`src/rtl/hazard_pkg.sv`:
```
// rtl/hazard_pkg.sv - shared forward codes, stage-entry type and helpers for the hazard unit
package hazard_pkg;

  localparam logic [1:0] FWD_NONE  = 2'd0;
  localparam logic [1:0] FWD_E     = 2'd1;
  localparam logic [1:0] FWD_M     = 2'd2;
  localparam logic [1:0] FWD_W     = 2'd3;
  localparam logic [1:0] TUSE_NONE = 2'd3;

  typedef struct packed {
    logic [4:0] A3;
    logic [1:0] Tnew;
    logic [4:0] rs;
    logic [4:0] rt;
  } stage_t;

  // Saturating 2-bit decrement; a ready result stays ready as it moves down the pipe.
  function automatic logic [1:0] dec2(input logic [1:0] x);
    return (x == 2'd0) ? 2'd0 : x - 2'd1;
  endfunction

endpackage

```
`src/rtl/hazard_fwd_sel.sv`:
```
// rtl/hazard_fwd_sel.sv - newest-first forward select of one register against E/M/W producers
module hazard_fwd_sel
  import hazard_pkg::*;
(
  input  logic [4:0] reg_i,
  input  logic [4:0] e_a3_i,
  input  logic       e_rdy_i,
  input  logic [4:0] m_a3_i,
  input  logic       m_rdy_i,
  input  logic [4:0] w_a3_i,
  output logic [1:0] fwd_o
);

  // W results are always ready; candidates a reader cannot see are masked via *_rdy_i.
  always_comb begin
    fwd_o = FWD_NONE;
    if (reg_i != 5'd0) begin
      if (e_rdy_i && (e_a3_i == reg_i)) begin
        fwd_o = FWD_E;
      end else if (m_rdy_i && (m_a3_i == reg_i)) begin
        fwd_o = FWD_M;
      end else if (w_a3_i == reg_i) begin
        fwd_o = FWD_W;
      end
    end
  end

endmodule

```
`src/rtl/hazard_scoreboard.sv`:
```
// rtl/hazard_scoreboard.sv - stall/forward unit for the 5-stage MIPS pipeline with stall counter
module hazard_scoreboard
  import hazard_pkg::*;
#(
  parameter int CNT_W = 32
) (
  input  logic             clk,
  input  logic             reset,
  input  logic [4:0]       D_rs,
  input  logic [4:0]       D_rt,
  input  logic [1:0]       D_Tuse_rs,
  input  logic [1:0]       D_Tuse_rt,
  input  logic [4:0]       D_A3,
  input  logic [1:0]       D_Tnew,
  output logic             stall,
  output logic [1:0]       fwd_D_rs,
  output logic [1:0]       fwd_D_rt,
  output logic [1:0]       fwd_E_rs,
  output logic [1:0]       fwd_E_rt,
  output logic [1:0]       fwd_M_rt,
  output logic [CNT_W-1:0] stall_cnt
);

  stage_t           e_q, e_d;
  logic [4:0]       m_a3_q, m_a3_d;
  logic [1:0]       m_tnew_q, m_tnew_d;
  logic [4:0]       m_rt_q, m_rt_d;
  logic [4:0]       w_a3_q, w_a3_d;
  logic [CNT_W-1:0] cnt_q, cnt_d;
  logic             stall_rs, stall_rt;
  logic             e_rdy, m_rdy;

  assign stall_rs = (D_rs != 5'd0) && (D_Tuse_rs != TUSE_NONE) &&
                    (((e_q.A3 == D_rs) && (e_q.Tnew > D_Tuse_rs)) ||
                     ((m_a3_q == D_rs) && (m_tnew_q > D_Tuse_rs)));
  assign stall_rt = (D_rt != 5'd0) && (D_Tuse_rt != TUSE_NONE) &&
                    (((e_q.A3 == D_rt) && (e_q.Tnew > D_Tuse_rt)) ||
                     ((m_a3_q == D_rt) && (m_tnew_q > D_Tuse_rt)));
  assign stall     = stall_rs | stall_rt;
  assign stall_cnt = cnt_q;

  assign e_rdy = (e_q.Tnew == 2'd0);
  assign m_rdy = (m_tnew_q == 2'd0);

  always_comb begin
    e_d = '0;
    if (!stall) begin
      e_d.A3   = D_A3;
      e_d.Tnew = dec2(D_Tnew);
      e_d.rs   = D_rs;
      e_d.rt   = D_rt;
    end
    m_a3_d   = e_q.A3;
    m_tnew_d = dec2(e_q.Tnew);
    m_rt_d   = e_q.rt;
    w_a3_d   = m_a3_q;
    cnt_d    = cnt_q + CNT_W'(stall);
  end

  always_ff @(posedge clk) begin
    if (reset) begin
      e_q      <= '0;
      m_a3_q   <= '0;
      m_tnew_q <= '0;
      m_rt_q   <= '0;
      w_a3_q   <= '0;
      cnt_q    <= '0;
    end else begin
      e_q      <= e_d;
      m_a3_q   <= m_a3_d;
      m_tnew_q <= m_tnew_d;
      m_rt_q   <= m_rt_d;
      w_a3_q   <= w_a3_d;
      cnt_q    <= cnt_d;
    end
  end

  // Readers in E see only M/W, readers in M see only W.
  hazard_fwd_sel u_fwd_d_rs (.reg_i(D_rs), .e_a3_i(e_q.A3), .e_rdy_i(e_rdy), .m_a3_i(m_a3_q),
                             .m_rdy_i(m_rdy), .w_a3_i(w_a3_q), .fwd_o(fwd_D_rs));
  hazard_fwd_sel u_fwd_d_rt (.reg_i(D_rt), .e_a3_i(e_q.A3), .e_rdy_i(e_rdy), .m_a3_i(m_a3_q),
                             .m_rdy_i(m_rdy), .w_a3_i(w_a3_q), .fwd_o(fwd_D_rt));
  hazard_fwd_sel u_fwd_e_rs (.reg_i(e_q.rs), .e_a3_i(e_q.A3), .e_rdy_i(1'b0), .m_a3_i(m_a3_q),
                             .m_rdy_i(m_rdy), .w_a3_i(w_a3_q), .fwd_o(fwd_E_rs));
  hazard_fwd_sel u_fwd_e_rt (.reg_i(e_q.rt), .e_a3_i(e_q.A3), .e_rdy_i(1'b0), .m_a3_i(m_a3_q),
                             .m_rdy_i(m_rdy), .w_a3_i(w_a3_q), .fwd_o(fwd_E_rt));
  hazard_fwd_sel u_fwd_m_rt (.reg_i(m_rt_q), .e_a3_i(e_q.A3), .e_rdy_i(1'b0), .m_a3_i(m_a3_q),
                             .m_rdy_i(1'b0), .w_a3_i(w_a3_q), .fwd_o(fwd_M_rt));

endmodule
```
`config.mk`:
```
export PLATFORM = sky130hd
export DESIGN_NAME = hazard_scoreboard
export DESIGN_NICKNAME = d
export VERILOG_FILES = /design/src/rtl/hazard_pkg.sv /design/src/rtl/hazard_fwd_sel.sv /design/src/rtl/hazard_scoreboard.sv
export SDC_FILE = /design/constraint.sdc
export NUM_CORES = 1
export LEC_CHECK = 0
export CAP_MARGIN = 25
export CORE_MARGIN = 2
export CORE_UTILIZATION = 57
export CTS_CLUSTER_DIAMETER = 80
export CTS_CLUSTER_SIZE = 8
export DETAILED_ROUTE_END_ITERATION = 8
export PLACE_DENSITY = 0.86
export SLEW_MARGIN = 20
export SYNTH_ARGS = -nofsm -noshare
export SYNTH_HDL_FRONTEND = slang
export SYNTH_SLANG_ARGS = --single-unit
```
`constraint.sdc`:
```
create_clock -name clk -period 5.1 [get_ports clk]
set_input_delay 1.02 -clock clk [delete_from_list [all_inputs] [get_ports clk]]
set_output_delay 1.02 -clock clk [all_outputs]
set_load 0.03 [all_outputs]
```
## Yosys cells after proc, flatten, opt, wreduce, memory -nomap -nowiden

Index checks and enable logic that the tools add are counted.

| storage, ports and cells | value |
|---|---|
| register bits | 66 |
| bits in latches | 0 |
| bits in writable memories | 0 |
| memory bits (read-only) | 0 |
| output and inout port bits | 43 |
| logic and storage cells | 73 |
| memories kept | 0 |

| cells by class | value |
|---|---|
| add/sub/neg operators | 3 |
| multiply operators | 0 |
| div/mod/pow operators | 0 |
| $lt $le $gt $ge | 4 |
| eq/ne operators | 13 |
| shifts and indexed selects | 0 |
| multiplexer cells | 16 |
| bitwise logic cells | 1 |
| reduce and logical (&&, ||, !) cells | 27 |

Operators by type and width:

| operator | count |
|---|---|
| 5-bit equality test | 11 |
| 32-bit by 1-bit adder with 32-bit output | 1 |
| 2-bit two-way mux | 16 |
| 5-bit nonzero test | 5 |
| 1-bit logical AND | 14 |
| 2-bit greater-than comparator | 4 |
| 2-bit zero test | 3 |
| 2-bit != test (second input constant) | 2 |
| 2-bit OR reduction | 2 |
| 2-bit by 1-bit subtractor with 2-bit output (second input constant) | 2 |
| 3-bit OR reduction | 1 |
| 1-bit logical OR | 2 |
| 1-bit OR | 1 |

## Logic depth before layout (Yosys ltp)

| logic depth | value |
|---|---|
| word-level depth | 6 |
| gate-level depth with buffers | 15 |
| gate-level depth less buffers | 14 |

## Modules after synthesis

From an unflattened synthesis, not the netlist that was laid out.

| unflattened totals | value |
|---|---|
| cells, all modules | 464 |
| area, all modules | 4171.5 µm² |

By module, submodules not included:

| module | instances | cells each | area an instance (µm²) |
|---|---|---|---|
| hazard_scoreboard | 1 | 299 | 2926.6 |
| hazard_fwd_sel | 5 | 33 | 249.0 |

## Least setup slack after synthesis

No wires, ideal clock.

| timing | value |
|---|---|
| path type | input to register |
| from | input port D_Tuse_rt[1] |
| to | register cnt_q[22], in the netlist stall_cnt[22] |
| setup time | 0.128 ns |
| arrival | 3.863 ns |
| setup slack | 1.110 ns |
| stages | 13 |
| buffers on the path | 0 |
| cells stage by stage | inv_1 > ha_1 > a21oi_1 > a221o_1 > nor3_2 > or3_1 > ha_1 > ha_1 > inv_1 > nor4_2 > nand4_1 > xor2_1 > nor2_1 |

| on the way | value |
|---|---|
| word-level cells in the longest chain between the ends | 6 |

Ends and longest elaborated chain:

| what | RTL line | text |
|---|---|---|
| from (decl) | hazard_scoreboard.sv:12 | `input logic [1:0] D_Tuse_rt,` |
| 2-bit greater-than comparator, on equally long branches | hazard_scoreboard.sv:37, hazard_scoreboard.sv:38 |  |
| 1-bit logical AND, on equally long branches | hazard_scoreboard.sv:37, hazard_scoreboard.sv:38 |  |
| 1-bit logical OR | hazard_scoreboard.sv:37 | `(((e_q.A3 == D_rt) && (e_q.Tnew > D_Tuse_rt)) \|\|` |
| 1-bit logical AND (*) | hazard_scoreboard.sv:36 | `assign stall_rt = (D_rt != 5'd0) && (D_Tuse_rt != TUSE_NONE) &&` |
| 1-bit OR (*) | hazard_scoreboard.sv:39 | `assign stall = stall_rs \| stall_rt;` |
| named net stall | hazard_scoreboard.sv:15 | `output logic stall,` |
| 32-bit by 1-bit adder with 32-bit output (*) | hazard_scoreboard.sv:57 | `cnt_d = cnt_q + CNT_W'(stall);` |
| to (signal assigned) | hazard_scoreboard.sv:74 | `cnt_q <= cnt_d;` |
| to (decl) | hazard_scoreboard.sv:29 | `logic [CNT_W-1:0] cnt_q, cnt_d;` |

Mark *: on every way through the listed nets, which the timed path passes. The rest lies on a longest branch.
A chain may end at the register's enable or synchronous reset.

## Worst setup path in the final report

| timing | value |
|---|---|
| from | input port D_rt[3] |
| to | register cnt_q[24], in the netlist stall_cnt[24] |

| on the way | value |
|---|---|
| word-level cells in the longest chain between the ends | 6 |

Ends and longest elaborated chain:

| what | RTL line | text |
|---|---|---|
| from (decl) | hazard_scoreboard.sv:10 | `input logic [4:0] D_rt,` |
| 5-bit equality test, on equally long branches | hazard_scoreboard.sv:37, hazard_scoreboard.sv:38 |  |
| 1-bit logical AND, on equally long branches | hazard_scoreboard.sv:37, hazard_scoreboard.sv:38 |  |
| 1-bit logical OR | hazard_scoreboard.sv:37 |  |
| 1-bit logical AND (*) | hazard_scoreboard.sv:36 |  |
| 1-bit OR (*) | hazard_scoreboard.sv:39 |  |
| 32-bit by 1-bit adder with 32-bit output (*) | hazard_scoreboard.sv:57 |  |

Mark *: on every way between the ends. The rest lies on a longest branch, timed or not.

==> impl_metrics.yaml <==
clock_tree:
  numCtsBuffers: 9
  cts_tree: "yes"
  cts.sinks: 66
  cts_htree_levels: 3
  clk_latency_ps: 340
  ctsHoldBuffers: 0
  clock_path_buffers: 2
  clk_root_buffer_cell: "clkbuf_8"
  cts-resized-gates: 0
  post_cts.repair.setup_buffers: 0
  clk_pin_slew_ps: 80
floorplan:
  core_um2: 5990
  die_area_um2: 6950
  ios: 66
  rows: 28
  start_util_pct: 59.9
  die_y_um: 83.3
  die_w_um: 83.3
setup_path:
  r2r_cells: 13
  cp.arrival_ps: 4640
  worstPathRequired_ps: 5310
  path_max_fanout: 10
  crit_path_end_kind: "flop"
  crit_path_start_kind: "primary input"
  worstSetupPathType: "primary input to flop"
  r2r_slack_ps: 1540
global_routing:
  grt_max_degree: 67
  met2_usage_pct: 42.7
  grt_pass1_vias: 3152
  use_met1_pct: 29.7
  grt_usage_pct: 24.8
  grt_overflow: 0
  met3_usage_pct: 4.97
  grt_pass1_wl_um: 14200
  busiest_layer: "met2"
  antenna_found_initial: 0
drt:
  wl_um: 8430
  num_vias: 3033
  drtIter0Drc: 171
  dr.pass1.iters: 4
  drt.antenna.violating_nets: 0
  vias_per_cell: 5.68
  post_drt_wl_per_cell_um: 15.8
  route.detailed.drc: 0
timing:
  period_minus_slack_ps: 4430
  setup_tns_ps: 0
  finalHoldViolations: 0
  rsz0062_at_grt: "false"
  worstMarginPinSlew_ps: 961
  finClkSkew_ps: 9.86
  whs_ps: 445
  setup-violations-final: 0
  max_freq_mhz: 226
  post-route-period-util_pct: 86.9
  maxSlewHeadroom_pct: 35.3
  timing.final.max_slew_violations: 0
pwr:
  p_int_mw: 0.842
  max-vdd-ir-drop_uv: 161
  p_per_area_nw_per_um2: 262
  seqPwrFrac_pct: 47.3
  power.static_leakage_nw: 1.73
  p_clk_share_pct: 38.5
  switchingPower_mw: 0.321
  switching_share_pct: 27.6
  pwr-share-comb_pct: 14.2
min_path:
  holdPathStages: 1
  hold_path.class: "flop to flop"
finish:
  diodes: 0
  nets: 489
  area_growth_pct: 23.7
  drive_gt1_share_pct: 8.50
  final_cells: 534
  fillCellCount: 457
  final_common_cell: "dfxtp_1"
  multi_input_area_um2: 2090
  seqCellArea_um2: 1320
  layout_common_cells: "66 x dfxtp_1, 63 x clkdlybuf4s50_1, 54 x xor2_1"
placement:
  io_buffers: 65
  dp_hpwl_um: 5940
  dp.cells: 517
  gp_congestion: 0.894
yosys:
  netlist_area_um2: 3590
  synth.distinct_cells: 38
  syn_inst: 398
  seq_area_frac_synth_pct: 36.8
  syn_nets: 433
  syn_avg_cell_area_um2: 9.02
  synth_warnings: 0
  ys_ff_latch: 66
outcome:
  status: "complete, no violations"
job:
  drv_cap: 0
## worst max-delay path, stage by stage
cell	delay [ps]
clkdlybuf4s50_1	620
xnor2_1	180
nand3_1	100
nor3_1	330
a22o_1	250
or3_1	190
ha_1	220
ha_1	270
inv_1	80
nor4_2	840
nand4_1	270
xor2_1	230
nor2_1	60
## final timing paths
path,start,endpoint
setup / recovery,D_rt[3],stall_cnt[24]
hold / removal,e_q[10],m_tnew_q[0]
setup reg to reg,e_q[10],stall_cnt[24]
hold reg to reg,e_q[10],m_tnew_q[0]
## kinds of logic (layout without fill, tap and decap cells)
family                     after synthesis  count (layout)  synth area share (%)
adders and majority gates               12              12                  4.18
and+or+nand+nor                        180             180                  30.2
DFF                                     66              66                  36.8
AOI/OAI and AO/OA                       19              19                  3.52
buffers and inverters                   38              99                  5.06
xor gates and xnor gates                83              83                  20.3
## per-layer routing
metal	share of wire, %	routed length [µm]
met1	43	3590
met5	0	0
met3	6.9	580
met2	48	4060
met4	2.3	196
## layout make-up
cell class / count / share of cell area [%]
clock buffer: 9 / 2.79
clock inverter: 7 / 1.75
inverter: 14 / 1.18
multi-input combinational: 294 / 47.0
sequential: 66 / 29.8
tap: 75 / 2.11
timing repair buffer: 69 / 15.4
## state kept, by name, summed over array words and instances (netlist names)
| register | flops |
|---|---|
| w_a3_q | 5 |
| m_a3_q | 5 |
| m_tnew_q | 2 |
| m_a3_d | 5 |
| e_q | 7 |
| m_rt_d | 5 |
| stall_cnt | 32 |
| m_rt_q | 5 |
## power by group through the flow
stage          Clock [mW]  Combinational [mW]  Sequential, mW
6_report            0.448               0.165           0.550
3_5_place_dp            0               0.162           0.562
3_3_place_gp            0               0.156           0.561
4_1_cts             0.451               0.163           0.550
5_1_grt             0.473               0.179           0.552
2_1_floorplan           0               0.113           0.551
## per-stage QoR
| step | total power, mW | cell area, µm² | util [%] | setup slack [ps] |
|---|---|---|---|---|
| after detailed placement | 0.723 | 4220 | 70.4 | 438 |
| after global routing | 1.20 | 4440 | 74.1 | 396 |
| after global placement | 0.717 | 4220 | 70.4 | 592 |
| final | 1.16 | 4440 | 74.1 | 670 |
| after floorplan | 0.665 | 3590 | - | 1110 |
| after CTS | 1.16 | 4420 | 73.8 | 768 |
## Yosys cell counts, drive strengths merged
library cell / number / area, µm²
dfxtp: 66 / 1320
xor2: 54 / 473
nor2: 40 / 160
xnor2: 29 / 254
nor4: 23 / 228
nand3: 21 / 105
nor2b: 17 / 106
clkbuf: 16 / 60.1
nand4: 15 / 93.8
nor3: 15 / 85.1
inv: 14 / 52.6
ha: 12 / 150
nand2: 11 / 41.3
a21oi: 10 / 50.1
nand2b: 10 / 62.6
buf: 8 / 68.8
or2b: 7 / 52.6
and3: 6 / 37.5
or3: 4 / 25.0
or4: 4 / 33.8
a22o: 3 / 26.3
and2: 3 / 18.8
a221oi: 2 / 17.5
nor3b: 2 / 15.0
o22a: 2 / 17.5
a221o: 1 / 10.0
and4: 1 / 8.76
nand4b: 1 / 8.76
o21ai: 1 / 5.00
Power figures use the tool's default switching activity.
